File: src/rtl/mini_alu_pkg.sv
// Shared opcode, FSM state and instruction-field definitions for the mini ALU core.
package mini_alu_pkg;

  localparam int unsigned OP_W    = 4;
  localparam int unsigned FIELD_N = 3;

  typedef enum logic [OP_W-1:0] {
    OP_NOP  = 4'd0,
    OP_ADD  = 4'd1,
    OP_SUB  = 4'd2,
    OP_STO  = 4'd3,
    OP_BLE  = 4'd4,
    OP_JMP  = 4'd5,
    OP_LED  = 4'd6,
    OP_SMUL = 4'd7
  } opcode_e;

  typedef enum logic [1:0] {
    ST_IDLE = 2'd0,
    ST_MUL  = 2'd1,
    ST_WRLO = 2'd2,
    ST_WRHI = 2'd3
  } state_e;

  function automatic int unsigned instr_width(input int unsigned addr_w);
    return OP_W + FIELD_N * addr_w;
  endfunction

endpackage

File: src/rtl/signed_mul_seq.sv
// Radix-2 Booth sequential signed multiplier: one step per cycle, DATA_W steps per product.
module signed_mul_seq #(
  parameter int unsigned DATA_W = 16
) (
  input  logic                  clk,
  input  logic                  rst_n,
  input  logic                  start,
  input  logic [DATA_W-1:0]     a,
  input  logic [DATA_W-1:0]     b,
  output logic                  done,
  output logic [2*DATA_W-1:0]   product
);

  localparam int unsigned CNT_W = $clog2(DATA_W);
  localparam logic [CNT_W-1:0] LAST = CNT_W'(DATA_W - 1);

  logic [DATA_W:0]   acc_q, acc_d, m_ext, sum;
  logic [DATA_W-1:0] q_q, q_d, m_q, m_d;
  logic              qm1_q, qm1_d, run_q, run_d;
  logic [CNT_W-1:0]  cnt_q, cnt_d;

  // Accumulator carries one guard bit so adding/subtracting -2**(DATA_W-1) cannot overflow.
  always_comb begin
    m_ext = {m_q[DATA_W-1], m_q};
    case ({q_q[0], qm1_q})
      2'b01:   sum = acc_q + m_ext;
      2'b10:   sum = acc_q - m_ext;
      default: sum = acc_q;
    endcase

    acc_d = acc_q;
    q_d   = q_q;
    m_d   = m_q;
    qm1_d = qm1_q;
    run_d = run_q;
    cnt_d = cnt_q;
    if (start) begin
      acc_d = '0;
      q_d   = b;
      m_d   = a;
      qm1_d = 1'b0;
      run_d = 1'b1;
      cnt_d = '0;
    end else if (run_q) begin
      acc_d = {sum[DATA_W], sum[DATA_W:1]};
      q_d   = {sum[0], q_q[DATA_W-1:1]};
      qm1_d = q_q[0];
      cnt_d = cnt_q + CNT_W'(1);
      if (cnt_q == LAST) run_d = 1'b0;
    end
  end

  always_ff @(posedge clk or negedge rst_n) begin
    if (!rst_n) begin
      acc_q <= '0;
      q_q   <= '0;
      m_q   <= '0;
      qm1_q <= 1'b0;
      run_q <= 1'b0;
      cnt_q <= '0;
    end else begin
      acc_q <= acc_d;
      q_q   <= q_d;
      m_q   <= m_d;
      qm1_q <= qm1_d;
      run_q <= run_d;
      cnt_q <= cnt_d;
    end
  end

  // done marks the final step; product is valid from the following cycle until the next start.
  assign done    = run_q && (cnt_q == LAST);
  assign product = {acc_q[DATA_W-1:0], q_q};

endmodule

File: src/rtl/mini_alu_gen.sv
// Mini ALU core: fetch from external async ROM, single-cycle ALU/branch ops,
// multi-cycle signed multiply writing a double-width result to dst and dst+1.
module mini_alu_gen
  import mini_alu_pkg::*;
#(
  parameter int unsigned DATA_W = 16,
  parameter int unsigned ADDR_W = 8,
  parameter int unsigned IP_W   = 16,
  parameter int unsigned LED_W  = 8
) (
  input  logic                            Clock,
  input  logic                            Reset,
  output logic [IP_W-1:0]                 oIP,
  input  logic [OP_W+FIELD_N*ADDR_W-1:0]  iInstruction,
  output logic [LED_W-1:0]                oLed,
  output logic                            oBusy,
  output logic                            oOverflow
);

  localparam int unsigned IW       = instr_width(ADDR_W);
  localparam int unsigned RF_DEPTH = 2 ** ADDR_W;
  localparam logic [IW-1:0] IR_NOP = '0;

  logic [IW-1:0]     ir_q, ir_d;
  logic [IP_W-1:0]   ip_q, ip_d;
  logic [LED_W-1:0]  led_q, led_d;
  logic              ovf_q, ovf_d, busy_q, busy_d;
  state_e            state_q, state_d;
  logic [ADDR_W-1:0] mdst_q, mdst_d;

  logic [OP_W-1:0]   op;
  logic [ADDR_W-1:0] dst, src1, src0;
  logic [DATA_W-1:0] rf [RF_DEPTH];
  logic [DATA_W-1:0] rs1, rs0, sum, diff;
  logic              rf_we;
  logic [ADDR_W-1:0] rf_waddr;
  logic [DATA_W-1:0] rf_wdata;

  logic                mul_start, mul_done;
  logic [2*DATA_W-1:0] product;

  assign {op, dst, src1, src0} = ir_q;
  assign rs1  = rf[src1];
  assign rs0  = rf[src0];
  assign sum  = rs1 + rs0;
  assign diff = rs1 - rs0;

  signed_mul_seq #(.DATA_W(DATA_W)) u_mul (
    .clk     (Clock),
    .rst_n   (Reset),
    .start   (mul_start),
    .a       (rs1),
    .b       (rs0),
    .done    (mul_done),
    .product (product)
  );

  always_comb begin
    ir_d      = iInstruction;
    ip_d      = ip_q + IP_W'(1);
    led_d     = led_q;
    ovf_d     = ovf_q;
    state_d   = state_q;
    mdst_d    = mdst_q;
    rf_we     = 1'b0;
    rf_waddr  = dst;
    rf_wdata  = '0;
    mul_start = 1'b0;

    case (state_q)
      ST_IDLE: begin
        case (op)
          OP_ADD: begin
            rf_we    = 1'b1;
            rf_wdata = sum;
            if (rs1[DATA_W-1] == rs0[DATA_W-1] && sum[DATA_W-1] != rs1[DATA_W-1]) ovf_d = 1'b1;
          end
          OP_SUB: begin
            rf_we    = 1'b1;
            rf_wdata = diff;
            if (rs1[DATA_W-1] != rs0[DATA_W-1] && diff[DATA_W-1] != rs1[DATA_W-1]) ovf_d = 1'b1;
          end
          OP_STO: begin
            rf_we    = 1'b1;
            rf_wdata = DATA_W'({src1, src0});
          end
          OP_BLE, OP_JMP: begin
            if (op == OP_JMP || rs1 <= rs0) begin
              ip_d = IP_W'(dst);
              ir_d = IR_NOP;
            end
          end
          OP_LED:  led_d = rs1[LED_W-1:0];
          OP_SMUL: begin
            mul_start = 1'b1;
            mdst_d    = dst;
            state_d   = ST_MUL;
          end
          default: ;
        endcase
      end
      // Fetch is frozen while the multiply occupies the core; the instruction
      // already in IR executes once the FSM returns to IDLE.
      ST_MUL: begin
        ir_d = ir_q;
        ip_d = ip_q;
        if (mul_done) state_d = ST_WRLO;
      end
      ST_WRLO: begin
        ir_d     = ir_q;
        ip_d     = ip_q;
        rf_we    = 1'b1;
        rf_waddr = mdst_q;
        rf_wdata = product[DATA_W-1:0];
        state_d  = ST_WRHI;
      end
      ST_WRHI: begin
        ir_d     = ir_q;
        ip_d     = ip_q;
        rf_we    = 1'b1;
        rf_waddr = mdst_q + ADDR_W'(1);
        rf_wdata = product[2*DATA_W-1:DATA_W];
        state_d  = ST_IDLE;
      end
      default: state_d = ST_IDLE;
    endcase

    busy_d = (state_d != ST_IDLE);
  end

  always_ff @(posedge Clock or negedge Reset) begin
    if (!Reset) begin
      ir_q    <= IR_NOP;
      ip_q    <= '0;
      led_q   <= '0;
      ovf_q   <= 1'b0;
      busy_q  <= 1'b0;
      state_q <= ST_IDLE;
      mdst_q  <= '0;
    end else begin
      ir_q    <= ir_d;
      ip_q    <= ip_d;
      led_q   <= led_d;
      ovf_q   <= ovf_d;
      busy_q  <= busy_d;
      state_q <= state_d;
      mdst_q  <= mdst_d;
    end
  end

  // Register file keeps its contents across reset.
  always_ff @(posedge Clock) begin
    if (rf_we) rf[rf_waddr] <= rf_wdata;
  end

  assign oIP       = ip_q;
  assign oLed      = led_q;
  assign oBusy     = busy_q;
  assign oOverflow = ovf_q;

endmodule

File: config.mk
export PLATFORM = sky130hd
export DESIGN_NAME = mini_alu_gen
export DESIGN_NICKNAME = d
export VERILOG_FILES = /design/src/rtl/mini_alu_pkg.sv /design/src/rtl/signed_mul_seq.sv /design/src/rtl/mini_alu_gen.sv
export SDC_FILE = /design/constraint.sdc
export NUM_CORES = 2
export LEC_CHECK = 0
export BUFFER_PORTS_ARGS = -buffer_cell sky130_fd_sc_hd__buf_2
export CORE_ASPECT_RATIO = 1.2
export CORE_MARGIN = 5
export CORE_UTILIZATION = 40
export DETAILED_ROUTE_END_ITERATION = 8
export REMOVE_ABC_BUFFERS = 1
export SKIP_LAST_GASP = 1
export SYNTH_ARGS = -nofsm -noshare
export SYNTH_HDL_FRONTEND = slang
export SYNTH_HIERARCHICAL = 1
export SYNTH_SLANG_ARGS = --single-unit
File: constraint.sdc
create_clock -name Clock -period 32.2 [get_ports Clock]
set_input_delay 6.44 -clock Clock [delete_from_list [all_inputs] [get_ports Clock]]
set_output_delay 6.44 -clock Clock [all_outputs]
set_load 0.05 [all_outputs]
==> reports/results.tsv <==
stage	metric	value	unit
sta	clock_skew	0.0575	ns
route	drc	0	
global_route	grt_max_degree	129	
run_status	outcome	finished, violations left	
global_route	grt_pass1_wl	919	mm
logic_synthesis	yosys_most_used_dff	edfxtp_1	
clock_network	post_cts_buffers	0	
finish	multi_input_area	0.0692	mm²
sta	setup_tns	0	ns
logic_synthesis	synth_top_cell_area_share	62.6	%
clock_network	h-tree-depth	5	
logic_synthesis	netlist_area	0.197	mm²
sta	holdWs	0.538	ns
logic_synthesis	synthCells	8929	
finish	final_core_util	45.1	%
route	drt_iter0_drc	16200	
route	firstDrtPassIters	5	
clock_network	clk_pin_slew_worst_paths	0.06	ns
finish	nFillCells	40500	
setup_path	crit_path_end_kind	register	
route	antenna_left	0	
floorplanning	die_y	778	µm
setup_path	worstSetupPathType	reg -> reg	
setup_path	cp-start-kind	register	
clock_network	cts_buffers	441	
logic_synthesis	synth_cell_types	74	
sta	period_needed	12.34	ns
floorplanning	initial_core_util	40.1	%
sta	rsz0062_at_grt	false	
clock_network	clkLatencyLatePin	1.07	ns
power_and_ir_drop	finalPower	23.2	mW
placement	gp_congestion	0.940	
logic_synthesis	synth-async-reset-ratio	2.80	%
finish	nNetsFinal	9173	
logic_synthesis	syn_area_per_cell	22.0	µm²
floorplanning	core	0.491	mm²
sta	slew-limit-headroom	-1.62	%
finish	area_growth	12.6	%
floorplanning	rows	282	
finish	register_area	0.126	mm²
setup_path	crit_required	32.78	ns
floorplanning	num_io_pins	56	
clock_network	cts_buffer_depth	4	
route	num_vias	108000	
setup_path	critPathArrivalTime	12.92	ns
global_route	grt-ovfl-total	0	
placement	io_buffers	55	
clock_network	cts.sinks	4214	
clock_network	cts_root_buf	clkbuf_16	
global_route	antenna_found_initial	72	
power_and_ir_drop	power_density	105	mW/mm²
logic_synthesis	yosys.area.top_type	edfxtp_1	
global_route	grt_usage	26.3	%
route	finalWirelength	677	mm
sta	period_share	38.3	%
clock_network	ctsResizeCount	0	
sta	slew_violations	1	
sta	final-hold-violation-count	0	
logic_synthesis	yosysSeqAreaShare	64.1	%
placement	place_hpwl	412	mm
run_status	failed_checks	max-slew violations	
sta	max_freq	81.0	MHz
global_route	grt_pass1_vias	109000	
logic_synthesis	synth.ff_latch_count	4214	
setup_path	reg2reg_slack	19.86	ns
flow_run	max_cap_violations	0	
sta	setup_viol	0	
min_path	hold_class	reg -> reg	
floorplanning	die-area	0.506	mm²
power_and_ir_drop	power_leakage	68.7	nW
setup_path	path_max_fanout	97	
clock_network	hold_buffers	0	
clock_network	cts_tree	yes	
logic_synthesis	synth_area_leaders	edfxtp_1, mux4_2, dfrtp_1	
route	via_per_inst	6.72	
logic_synthesis	synth_common_cells	edfxtp_1, mux4_2, clkbuf_1, nor2_1, nand2_1	
route	wl_per_cell	42.1	µm
logic_synthesis	synth_edf_count	4096	
finish	drive_gt1_share	43.1	%
sta	tightest_slew	1.52	ns
logic_synthesis	yosysWarnings	6	
logic_synthesis	post-synth-top-count-cell	edfxtp_1	
floorplanning	die_width	650	µm
power_and_ir_drop	vdd_drop_max	0.107	mV
## cell families after synthesis
logic type	Yosys count	share of synthesized area [%]
mux	2737	30.8
simple gates	733	1.61
flops	4214	64.1
buf+inv	760	1.57
fa+ha+maj	55	0.361
compound gates	380	1.37
xor+xnor	50	0.223
## sequential cells by signal (all words and copies together), names as in the netlist, 2 cells and up
register	flops
ir_q	28
mdst_q	8
oIP	16
oLed	8
rf	4096
state_q	2
u_mul/acc_q	16
u_mul/cnt_q	4
u_mul/m_q	16
u_mul/q_q	16
## final cells by class
class / instances / area share [%]
timing repair buffer: 427 / 1.49
clock inverter: 284 / 1.28
multi-input combinational: 3955 / 31.2
tap: 6532 / 3.69
inverter: 49 / 0.0831
sequential: 4214 / 56.9
clock buffer: 533 / 5.22
antenna: 82 / 0.0927
## per-layer routing
layer  track usage [%]  wire length [µm]  share of wire, %
met1              32.8            235000                35
met2              42.6            331000                49
met3              5.57             64400               9.5
met4              15.8             47100               6.9
met5                 0               162             0.024
## power by group
part	switching (mW)	internal, mW
Combinational	6.67	4.15
Clock	2.23	2.91
Sequential	0.233	6.98
Total	9.14	14.0
## per-stage QoR
step	area (µm²)	instances	setup slack [ns]
after floorplan	194000	8218	-27.46
after global placement	207000	15200	20.13
final	221000	16100	19.86
after detailed placement	207000	15200	19.98
after CTS	221000	16000	19.97
after global routing	221000	16100	19.26
## placed cells by master, fill, tap and decap left out, types with 15 or more instances in the layout
master	netlist	final
a211oi_1	18	17
a21oi_1	64	64
a221oi_1	23	22
a22o_1	27	27
a22oi_1	54	54
buf_12	0	18
buf_2	165	54
buf_4	1	354
bufinv_16	0	44
clkbuf_1	405	82
clkbuf_16	0	447
clkinv_1	0	104
clkinv_2	0	81
clkinvlp_4	0	24
dfrtp_1	118	105
diode_2	0	82
edfxtp_1	4096	4096
ha_1	52	52
inv_1	33	33
inv_2	16	16
mux2_2	30	30
mux2i_1	56	56
mux4_2	2651	2651
nand2_1	187	171
nand2_2	0	15
nand2b_1	15	15
nand3_1	50	50
nand4_1	17	17
nor2_1	359	101
nor2_2	0	129
nor2_4	0	129
nor2b_1	28	26
nor3_1	27	27
o21ai_0	68	66
xnor2_1	33	33
xor2_1	17	17
## critical path, stage by stage, from the launching register on
cell and delay (ns):
dfrtp_4 0.77, buf_4 0.67, buf_12 0.57, buf_4 0.70
buf_12 0.63, buf_4 0.77, mux4_2 0.59, mux4_2 0.48
a22oi_1 0.28, nand2_1 0.33, a22oi_1 0.33, o221ai_1 0.53
ha_1 0.60, nand2b_1 0.15, a221oi_1 0.10, o41ai_1 0.50
o31ai_1 0.19, o41ai_1 0.57, o31ai_1 0.22, and3_1 0.23
a2111oi_0 0.82, o22ai_4 0.15, buf_4 0.45, buf_4 0.54
## final timing paths
path | startpoint | endpoint | depth (start not counted)
min | u_mul/qm1_q | u_mul/qm1_q | 2
max | ir_q[8] | rf[161][13] | 23
max in group asynchronous | Reset | ir_q[4] | 2
max reg2reg | ir_q[8] | rf[161][13] | 23
min in group asynchronous | Reset | ir_q[8] | 1
min reg2reg | u_mul/qm1_q | u_mul/qm1_q | 2
Power figures use the tool's default switching activity.
